--- src/rtl/fp_cvt96_to128_arb_pkg.sv ---
// FP96/FP128 operand formats shared by the widening converter and its scheduler.
// FP96 carries an 80-bit fraction; FP128 widens it to 112 bits, same exponent width.
package fp96Pkg;
  localparam int FP96_EXPW = 15;
  localparam int FP96_SIGW = 80;
  localparam logic [FP96_EXPW-1:0] FP96_BIAS    = 15'h3FFF;
  localparam logic [FP96_EXPW-1:0] FP96_EXP_MAX = 15'h7FFF;

  typedef struct packed {
    logic                 sign;
    logic [FP96_EXPW-1:0] exp;
    logic [FP96_SIGW-1:0] sig;
  } fp96_t;
endpackage

package fp128Pkg;
  localparam int FP128_EXPW = 15;
  localparam int FP128_SIGW = 112;
  localparam logic [FP128_EXPW-1:0] FP128_BIAS    = 15'h3FFF;
  localparam logic [FP128_EXPW-1:0] FP128_EXP_MAX = 15'h7FFF;

  typedef struct packed {
    logic                  sign;
    logic [FP128_EXPW-1:0] exp;
    logic [FP128_SIGW-1:0] sig;
  } fp128_t;

  typedef enum logic [1:0] {
    CVT_IDLE,
    CVT_CONV,
    CVT_HOLD
  } cvt_state_e;
endpackage

--- src/rtl/fp_cvt96_to128_arb_rr_arbiter.sv ---
// Round-robin arbiter: one-hot grant for the first requester after last_grant_i,
// wrapping mod NREQ. Purely combinational so it can front any shared FP unit.
module rr_arbiter #(
  parameter int NREQ = 4,
  parameter int TAGW = $clog2(NREQ)
) (
  input  logic [NREQ-1:0] req_i,
  input  logic [TAGW-1:0] last_grant_i,
  output logic [NREQ-1:0] grant_o,
  output logic [TAGW-1:0] grant_idx_o,
  output logic            any_o
);
  logic [TAGW-1:0] cand [NREQ];

  // cand[gi] is the requester examined at search position gi
  genvar gi;
  generate
    for (gi = 0; gi < NREQ; gi++) begin : g_cand
      logic [TAGW:0] sum;
      assign sum = {1'b0, last_grant_i} + (TAGW+1)'(gi + 1);
      assign cand[gi] = (sum >= (TAGW+1)'(NREQ)) ? TAGW'(sum - (TAGW+1)'(NREQ))
                                                  : sum[TAGW-1:0];
    end
  endgenerate

  always_comb begin
    any_o       = 1'b0;
    grant_idx_o = '0;
    for (int i = 0; i < NREQ; i++) begin
      if (!any_o && req_i[cand[i]]) begin
        any_o       = 1'b1;
        grant_idx_o = cand[i];
      end
    end
    grant_o = any_o ? (NREQ'(1) << grant_idx_o) : '0;
  end
endmodule

// Widening FP96 -> FP128 conversion: sign copied, inf/NaN exponent kept,
// finite exponents rebiased, fraction left-justified and zero-filled.
module fpCvt96To128
  import fp96Pkg::*;
  import fp128Pkg::*;
(
  input  fp96_t  a_i,
  output fp128_t y_o
);
  always_comb begin
    y_o.sign = a_i.sign;
    y_o.exp  = (a_i.exp == FP96_EXP_MAX) ? FP128_EXP_MAX
                                         : (a_i.exp - FP96_BIAS + FP128_BIAS);
    y_o.sig  = {a_i.sig, {(FP128_SIGW-FP96_SIGW){1'b0}}};
  end
endmodule

--- src/rtl/fp_cvt96_to128_arb.sv ---
// Shares one FP96->FP128 converter among NREQ requesters: round-robin accept,
// one cycle to convert, then hold the tagged result until the consumer takes it.
module fp_cvt96_to128_arb
  import fp96Pkg::*;
  import fp128Pkg::*;
#(
  parameter int NREQ = 4,
  parameter int TAGW = $clog2(NREQ)
) (
  input  logic                  clk,
  input  logic                  rst,
  input  logic [NREQ-1:0]       req_valid,
  input  fp96_t [NREQ-1:0]      req_data,
  output logic [NREQ-1:0]       req_ready,
  output logic                  out_valid,
  input  logic                  out_ready,
  output fp128_t                out_data,
  output logic [TAGW-1:0]       out_tag,
  output logic                  busy
);
  cvt_state_e      state_q, state_d;
  logic [TAGW-1:0] last_grant_q, last_grant_d;
  logic [TAGW-1:0] tag_q, tag_d;
  fp96_t           op_q, op_d;
  fp128_t          res_q, res_d;
  fp128_t          cvt_res;
  logic [NREQ-1:0] grant;
  logic [TAGW-1:0] grant_idx;
  logic            grant_any;

  rr_arbiter #(.NREQ(NREQ), .TAGW(TAGW)) u_arb (
    .req_i        (req_valid),
    .last_grant_i (last_grant_q),
    .grant_o      (grant),
    .grant_idx_o  (grant_idx),
    .any_o        (grant_any)
  );

  fpCvt96To128 u_cvt (
    .a_i (op_q),
    .y_o (cvt_res)
  );

  always_comb begin
    state_d      = state_q;
    last_grant_d = last_grant_q;
    tag_d        = tag_q;
    op_d         = op_q;
    res_d        = res_q;
    req_ready    = '0;
    unique case (state_q)
      CVT_IDLE: begin
        // no grant is advertised while reset is held
        req_ready = rst ? '0 : grant;
        if (grant_any) begin
          op_d         = req_data[grant_idx];
          tag_d        = grant_idx;
          last_grant_d = grant_idx;
          state_d      = CVT_CONV;
        end
      end
      CVT_CONV: begin
        res_d   = cvt_res;
        state_d = CVT_HOLD;
      end
      CVT_HOLD: begin
        if (out_ready) state_d = CVT_IDLE;
      end
      default: state_d = CVT_IDLE;
    endcase
  end

  always_ff @(posedge clk) begin
    if (rst) begin
      state_q      <= CVT_IDLE;
      last_grant_q <= TAGW'(NREQ - 1);
      tag_q        <= '0;
      op_q         <= '0;
      res_q        <= '0;
    end else begin
      state_q      <= state_d;
      last_grant_q <= last_grant_d;
      tag_q        <= tag_d;
      op_q         <= op_d;
      res_q        <= res_d;
    end
  end

  assign out_valid = (state_q == CVT_HOLD);
  assign busy      = (state_q != CVT_IDLE);
  assign out_data  = res_q;
  assign out_tag   = tag_q;
endmodule

--- config.mk ---
export PLATFORM = sky130hd
export DESIGN_NAME = fp_cvt96_to128_arb
export DESIGN_NICKNAME = d
export VERILOG_FILES = /design/src/rtl/fp_cvt96_to128_arb_pkg.sv /design/src/rtl/fp_cvt96_to128_arb_rr_arbiter.sv /design/src/rtl/fp_cvt96_to128_arb.sv
export SDC_FILE = /design/constraint.sdc
export NUM_CORES = 1
export LEC_CHECK = 0
export ABC_CLOCK_PERIOD_IN_PS = 3850
export CAP_MARGIN = 25
export CORE_AREA = 3 3 206 208
export CTS_BUF_LIST = sky130_fd_sc_hd__clkbuf_16
export CTS_CLUSTER_DIAMETER = 100
export DETAILED_ROUTE_END_ITERATION = 12
export DIE_AREA = 0 0 209 211
export HOLD_SLACK_MARGIN = 0.08
export PLACE_DENSITY = 0.64
export SLEW_MARGIN = 30
export SYNTH_ARGS = -nofsm -noshare
export SYNTH_HDL_FRONTEND = slang
export SYNTH_SLANG_ARGS = --single-unit
--- constraint.sdc ---
create_clock -name clk -period 3.85 [get_ports clk]
set_input_delay 0.9625 -clock clk [delete_from_list [all_inputs] [get_ports clk]]
set_output_delay 0.9625 -clock clk [all_outputs]
set_load 0.01 [all_outputs]
Word-level counts from Yosys, hierarchy flattened
Cells that the tools add are included.
{"block": "op_classes", "n_addsub": 10, "reduce_logical": 10, "n_shift": 1, "n_mux": 29, "order_cmp": 9, "eq_ne": 5}
{"op": "binary-select mux 96 bit (select 2 bit)", "count": 1}
{"op": "2-to-1 mux 96 bit", "count": 1}
{"op": "2-to-1 mux 2 bit", "count": 10}
{"op": "adder 15 x 14 -> 15 bit (second input constant)", "count": 1}
{"op": "== test 15 bit (second input constant)", "count": 1}
{"op": "less-than comparator 2 x 3 -> 1 bit (second input constant)", "count": 5}
{"op": "2-to-1 mux 15 bit", "count": 1}
{"op": "subtractor 15 x 14 -> 15 bit (second input constant)", "count": 1}
{"op": ">= comparator 3 bit (second input constant)", "count": 4}
{"op": "2-to-1 mux 4 bit", "count": 3}
{"op": "binary-select mux 1 bit (select 2 bit)", "count": 4}
{"op": "2-to-1 mux 1 bit", "count": 8}
{"op": "subtractor 2 x 1 -> 2 bit (second input constant)", "count": 4}
{"op": "adder 2 x 2 -> 3 bit (second input constant)", "count": 2}
{"op": "case mux 2 bit (3 select lines)", "count": 1}
{"op": "AND reduction 2 bit", "count": 2}
{"op": "<< shifter 1 x 2 -> 4 bit (first input constant)", "count": 1}
{"op": "adder 2 x 1 -> 3 bit (second input constant)", "count": 1}
{"op": "adder 2 x 3 -> 3 bit (second input constant)", "count": 1}
{"op": "logical AND 1 bit", "count": 3}
{"op": "zero test 1 bit", "count": 3}
{"op": "== test 2 x 1 -> 1 bit (second input constant)", "count": 1}
{"op": "== test 2 bit (second input constant)", "count": 1}
{"op": "zero test 2 bit", "count": 1}
{"op": "3 further kinds", "count": 3}
{"block": "totals", "wordCells": 73, "inputBits": 391, "output_inout_bits": 136, "ff_bits": 198}

Longest topological paths before layout
{"block": "logic_depth", "word_depth": 19, "ltp_mapped": 9, "depth_no_buf": 5}

Cells and area by module
Synthesis repeated with hierarchy kept, for this count alone.
{"block": "hier_totals", "cells_unflattened": 1073, "area_unflattened_um2": 10859.2}
{"module": "fp_cvt96_to128_arb", "seq_area_each_um2": 4604.4, "n_inst": 1, "area_each_um2": 9791.9, "cells_each": 917}
{"module": "fpCvt96To128", "seq_area_each_um2": 0.0, "n_inst": 1, "area_each_um2": 908.4, "cells_each": 129}
{"module": "rr_arbiter", "seq_area_each_um2": 0.0, "n_inst": 1, "area_each_um2": 158.9, "cells_each": 27}

Worst setup path after synthesis
No wires, ideal clock.
{"block": "synth_timing", "path_type": "input to output", "from": "input req_valid[1]", "to": "output req_ready[3]", "n_path_buf": 3, "stages": 6, "path_slack_ps": 687, "arrival_time_ps": 2200, "cell_sequence": "buf_2 nor2_1 a21o_1 clkbuf_1 clkbuf_1 nor4_1"}
{"block": "synth_between", "elab_chain_len": 16, "word_cells_on_any_way": 26, "cone_classes": "1 x shift; 19 x mux; 6 x reduce/logical"}
{"item": "start, declared", "line": "fp_cvt96_to128_arb.sv:12", "rtl": "input logic [NREQ-1:0] req_valid,"}
{"item": "binary-select mux 1 bit (select 2 bit)", "line": "fp_cvt96_to128_arb_rr_arbiter.sv:30", "rtl": "if (!any_o && req_i[cand[i]]) begin"}
{"item": "2-to-1 mux 1 bit (not written as such)", "line": "fp_cvt96_to128_arb_rr_arbiter.sv:30"}
{"item": "2-to-1 mux 1 bit", "line": "fp_cvt96_to128_arb_rr_arbiter.sv:30"}
{"item": "zero test 1 bit", "line": "fp_cvt96_to128_arb_rr_arbiter.sv:30"}
{"item": "logical AND 1 bit", "line": "fp_cvt96_to128_arb_rr_arbiter.sv:30"}
{"item": "2-to-1 mux 1 bit", "line": "fp_cvt96_to128_arb_rr_arbiter.sv:30"}
{"item": "zero test 1 bit", "line": "fp_cvt96_to128_arb_rr_arbiter.sv:30"}
{"item": "logical AND 1 bit", "line": "fp_cvt96_to128_arb_rr_arbiter.sv:30"}
{"item": "2-to-1 mux 1 bit", "line": "fp_cvt96_to128_arb_rr_arbiter.sv:30"}
{"item": "zero test 1 bit", "line": "fp_cvt96_to128_arb_rr_arbiter.sv:30"}
{"item": "logical AND 1 bit", "line": "fp_cvt96_to128_arb_rr_arbiter.sv:30"}
{"item": "2-to-1 mux 2 bit", "line": "fp_cvt96_to128_arb_rr_arbiter.sv:30"}
{"item": "<< shifter 1 x 2 -> 4 bit", "line": "fp_cvt96_to128_arb_rr_arbiter.sv:35", "rtl": "grant_o = any_o ? (NREQ'(1) << grant_idx_o) : '0;"}
{"item": "2-to-1 mux 4 bit (*)", "line": "fp_cvt96_to128_arb_rr_arbiter.sv:35"}
{"item": "2-to-1 mux 4 bit (*)", "line": "fp_cvt96_to128_arb.sv:54", "rtl": "req_ready = rst ? '0 : grant;"}
{"item": "2-to-1 mux 4 bit (*)", "line": "fp_cvt96_to128_arb.sv:51", "rtl": "unique case (state_q)"}
{"item": "end, declared", "line": "fp_cvt96_to128_arb.sv:14", "rtl": "output logic [NREQ-1:0] req_ready,"}
Every way passes the cells marked *; elsewhere a longest branch is shown, timed or not. The select of a mux whose other input is x is not followed.

Final worst setup path
Ends and elaborated chain as after synthesis.

==> metrics.log <==
[metrics] final cycle utilization of the critical path: 97.55%
[metrics] post-layout worst setup margin: 0.09450 ns
[metrics] combinational fraction of design power: 32.2%
[metrics] clock period minus worst slack: 3.755 ns
[metrics] Port Buf Inserts: 494
[metrics] Final Hold Vio Count: 0
[metrics] ratio of total power to cell area: 396.1 nW/um2
[metrics] part of the Yosys area used for sequential elements: 41.00%
[metrics] Placer Congestion: 0.8568
[metrics] insertion delay to the later sink of the worst-skew pair: 0.44 ns
[metrics] end point of the worst hold path: out_data[107]$_SDFFE_PP0N_
[metrics] critical path peak fanout: 7
[metrics] fin cells: 2132
[metrics] routed via count: 10258
[metrics] htree depth: 4
[metrics] DIE AREA: 44100 um2
[metrics] number of warnings reported in the yosys synthesis log: 0
[metrics] NumNets Final: 1982
[metrics] overall die width: 209 um
[metrics] FF-to-FF path depth: 7
[metrics] Overall Global Routing Usage: 16.93%
[metrics] status: complete, no violations
[metrics] per-cell via count in the routed design: 4.811
[metrics] layout cells sized above 1: 7.813%
[metrics] endpoint type of the worst setup path: output pin
[metrics] iteration-0 DRC count of the detailed router: 434
[metrics] number of clock sinks: 198
[metrics] average detailed-routed wire length per instance: 18.40 um
[metrics] footprint of the multi-input gates: 5177 um2
[metrics] wire length reported by the detailed router: 39.24 mm
[metrics] fraction of power consumed by sequential logic: 40.0%
[metrics] cell at the slowest stage of the critical path: sky130_fd_sc_hd__clkdlybuf4s50_1
[metrics] overall die height: 211 um
[metrics] Async S/R FF share, synth: 0%
[metrics] maximum root-to-sink buffer count: 2
[metrics] Critical Setup Path Class: input pin to output pin
[metrics] sw frac: 30.83%
[metrics] Max Clock Freq: 266.3 MHz
[metrics] Worst Clk Skew: 0.008858 ns
[metrics] longest individual stage delay on the worst path: 0.49 ns
[metrics] I/O Pins: 527
[metrics] EDFF count, synth: 0
[metrics] unrepaired setup endpoints after global routing: no
[metrics] Reg2Reg Capture Point: op_q[92]$_SDFFE_PP0P_
[metrics] VDD IR-drop max: 0.2282 mV
[metrics] CP required: 2.89 ns
[metrics] overflow left after global routing: 0
[metrics] final-layout worst hold slack: 0.4438 ns
[metrics] count of unique library cells instantiated by Yosys: 34
[metrics] commonest register cell after synthesis: sky130_fd_sc_hd__dfxtp_1
[metrics] endpoint arrival time on the critical path: 2.79 ns
[metrics] placement-stage worst setup slack: -0.003668 ns
[metrics] antenna violations before repair: 0
[metrics] Worst R2R Start: last_grant_q[0]$_SDFFE_PP1P_
[metrics] Post-CTS Hold Fix Bufs: 0
[metrics] Int Pwr: 0.004275 W
[metrics] Worst R2R Setup Slack: 1.47 ns
[metrics] instance area after placement: 15050 um2
[metrics] max_slew headroom: 48.32%
[metrics] fill count: 4178
[metrics] setup repair bufs after CTS: 0
[metrics] type of origin of the critical path: input pin
[metrics] mean post-synth cell area: 8.335 um2
[metrics] Leak: 5.634 nW
[metrics] reported net switching power: 0.001905 W
[metrics] Non-Filler Cell Area, Final: 15600 um2
[metrics] fraction of power consumed by the clock network: 27.7%
[metrics] endpoints failing setup: 0
[metrics] Area Growth Syn to Fin: 61.39%
[metrics] antenna fix cells: 0
[metrics] cell area after synthesis: 9668 um2
[metrics] largest net degree at the start of global routing: 101
[metrics] Floorplan Core Area: 40740 um2
[metrics] clock input transition at the sequential cells of the worst setup and hold paths: 0.07 ns
[metrics] Cells after Synth: 1160
[metrics] row count: 74
[metrics] Pins Over Slew Limit: 0
[metrics] total half-perimeter wirelength after legalization and detailed placement: 28.25 mm
[metrics] TritonCTS clock tree: yes
[metrics] effective utilization at floorplan: 23.73%
[metrics] Hold Path Origin: op_q[75]$_SDFFE_PP0P_
[metrics] root cell of the clock tree: sky130_fd_sc_hd__clkbuf_16
[metrics] worst hold path stage count: 2
[metrics] Worst path most repeated cell: sky130_fd_sc_hd__clkdlybuf4s50_1
[metrics] Min-Delay Path Class: register to register
[metrics] number of global-route vias before repair: 10275
[metrics] actual slew at the worst max-slew pin: 0.7751 ns
[metrics] Inserted Clock Buffers: 17
[metrics] cell total after placement: 2104
[metrics] TritonRoute pass-1 iters: 5
[metrics] Antenna Nets Post-Route: 0
[metrics] wire length of the first global-routing pass: 59.01 mm
[metrics] detailed-route DRC error count: 0
[metrics] max-cap viol count: 0
[metrics] synthesized flop and latch total: 198
[metrics] list of cells traversed by the critical path: clkdlybuf4s50_1 > buf_4 > nand2b_1 > a211oi_1 > nor4_2 > clkdlybuf4s50_1
[metrics] footprint of the flip-flops and latches: 3964 um2
[final cells by class]
cell class	instances	share of cell area, %
timing repair buffer	521	33.60
clock inverter	11	0.7297
tap	532	4.266
clock buffer	17	2.726
multi-input combinational	849	33.18
inverter	4	0.09622
sequential	198	25.40
[worst max-delay path by stage]
| stage | from | end | slack, ns | cells after the start |
|---|---|---|---|---|
| 2_1_floorplan | req_valid[1] | req_ready[3] | 0.69 | 6 |
| 3_3_place_gp | req_valid[3] | req_ready[0] | 0.008 | 6 |
| 3_5_place_dp | req_valid[3] | req_ready[0] | -0.004 | 6 |
| 4_1_cts | req_valid[3] | req_ready[1] | 0.02 | 6 |
| 5_1_grt | req_valid[0] | req_ready[3] | 0.01 | 6 |
| 6_report | req_valid[1] | req_ready[3] | 0.09 | 6 |
[layer usage]
metal	wire (um)	GRT usage [%]
met1	16300	20.48
met2	19080	28.87
met3	2669	4.129
met4	1192	7.044
met5	0	0
[cells by family (layout without fill, tap and decap cells)]
group	Yosys count	count (layout)	synth area share (%)
AOI/OAI and AO/OA	404	404	26.31
buffers and inverters	144	553	7.480
DFF	198	198	41.00
muxes	96	96	9.939
other	1	32	0.03879
and+or+nand+nor	317	317	15.23
[Yosys cell counts, types with 4 or more instances]
library cell,n,share of area [%]
sky130_fd_sc_hd__or2_0,26,1.7
sky130_fd_sc_hd__buf_2,31,1.6
sky130_fd_sc_hd__o21ai_0,99,5.1
sky130_fd_sc_hd__or2_1,4,0.26
sky130_fd_sc_hd__buf_4,32,2.5
sky130_fd_sc_hd__or2_2,61,3.9
sky130_fd_sc_hd__nand2b_1,13,0.84
sky130_fd_sc_hd__inv_1,4,0.16
sky130_fd_sc_hd__clkbuf_1,64,2.5
sky130_fd_sc_hd__nand2_1,193,7.5
sky130_fd_sc_hd__nor2b_1,4,0.26
sky130_fd_sc_hd__mux2i_1,96,9.9
sky130_fd_sc_hd__a221oi_1,96,8.7
sky130_fd_sc_hd__dfxtp_1,198,41
sky130_fd_sc_hd__a21oi_1,103,5.3
sky130_fd_sc_hd__buf_1,9,0.35
sky130_fd_sc_hd__o22ai_1,96,6.2
sky130_fd_sc_hd__nor2_1,10,0.39
[power by group through the flow]
stage / logic, W / clock network [W] / registers, W
3_3_place_gp: 0.00197 / 0 / 0.00251
4_1_cts: 0.00201 / 0.00180 / 0.00247
6_report: 0.00199 / 0.00171 / 0.00247
5_1_grt: 0.00217 / 0.00187 / 0.00251
2_1_floorplan: 0.00106 / 0 / 0.00251
3_5_place_dp: 0.00200 / 0 / 0.00252
[registers in the layout, summed over array words and instances, names as in the netlist]
| register | count |
|---|---|
| last_grant_q | 2 |
| op_q | 96 |
| out_data | 96 |
| out_tag | 2 |
| state_q | 2 |
[cells in the final DEF (no fill, tap or decap), drive strengths merged]
| cell | n |
|---|---|
| clkdlybuf4s50 | 492 |
| dfxtp | 198 |
| nand2 | 193 |
| a21oi | 103 |
| o21ai | 100 |
| o22ai | 97 |
| a221oi | 96 |
| mux2i | 96 |
| or2 | 91 |
| conb | 32 |
| buf | 28 |
| clkbuf | 17 |
| nand2b | 13 |
| nor2 | 10 |
| inv | 8 |
| nor2b | 4 |
| clkinv | 4 |
| and2 | 2 |
| bufinv | 2 |
| a21o | 2 |
| nor3 | 2 |
| o211a | 1 |
| and3 | 1 |
| o311a | 1 |
| a22oi | 1 |
| a211oi | 1 |
| nor4 | 1 |
| o221ai | 1 |
| a211o | 1 |
| clkinvlp | 1 |
| dlymetal6s2s | 1 |
[stage by stage]
stage,setup TNS [ns],util [%],power [W]
floorplan,0,-,0.003570
global placement,0,36.88,0.004477
detailed placement,-0.003668,36.94,0.004517
CTS,0,38.27,0.006283
global route,0,38.30,0.006550
finish,0,38.30,0.006180
[critical path, delay by kind of cell]
kind	cells	cell delay [ns]
simple gates	2	0.25
buf+inv	3	1.16
compound gates	1	0.43
[timing repair]
action	CTS	global route
resized for setup	1	2
pin swaps	0	0
setup endpoints to repair	1	3
Note: power is estimated with default switching activity, not from simulation.
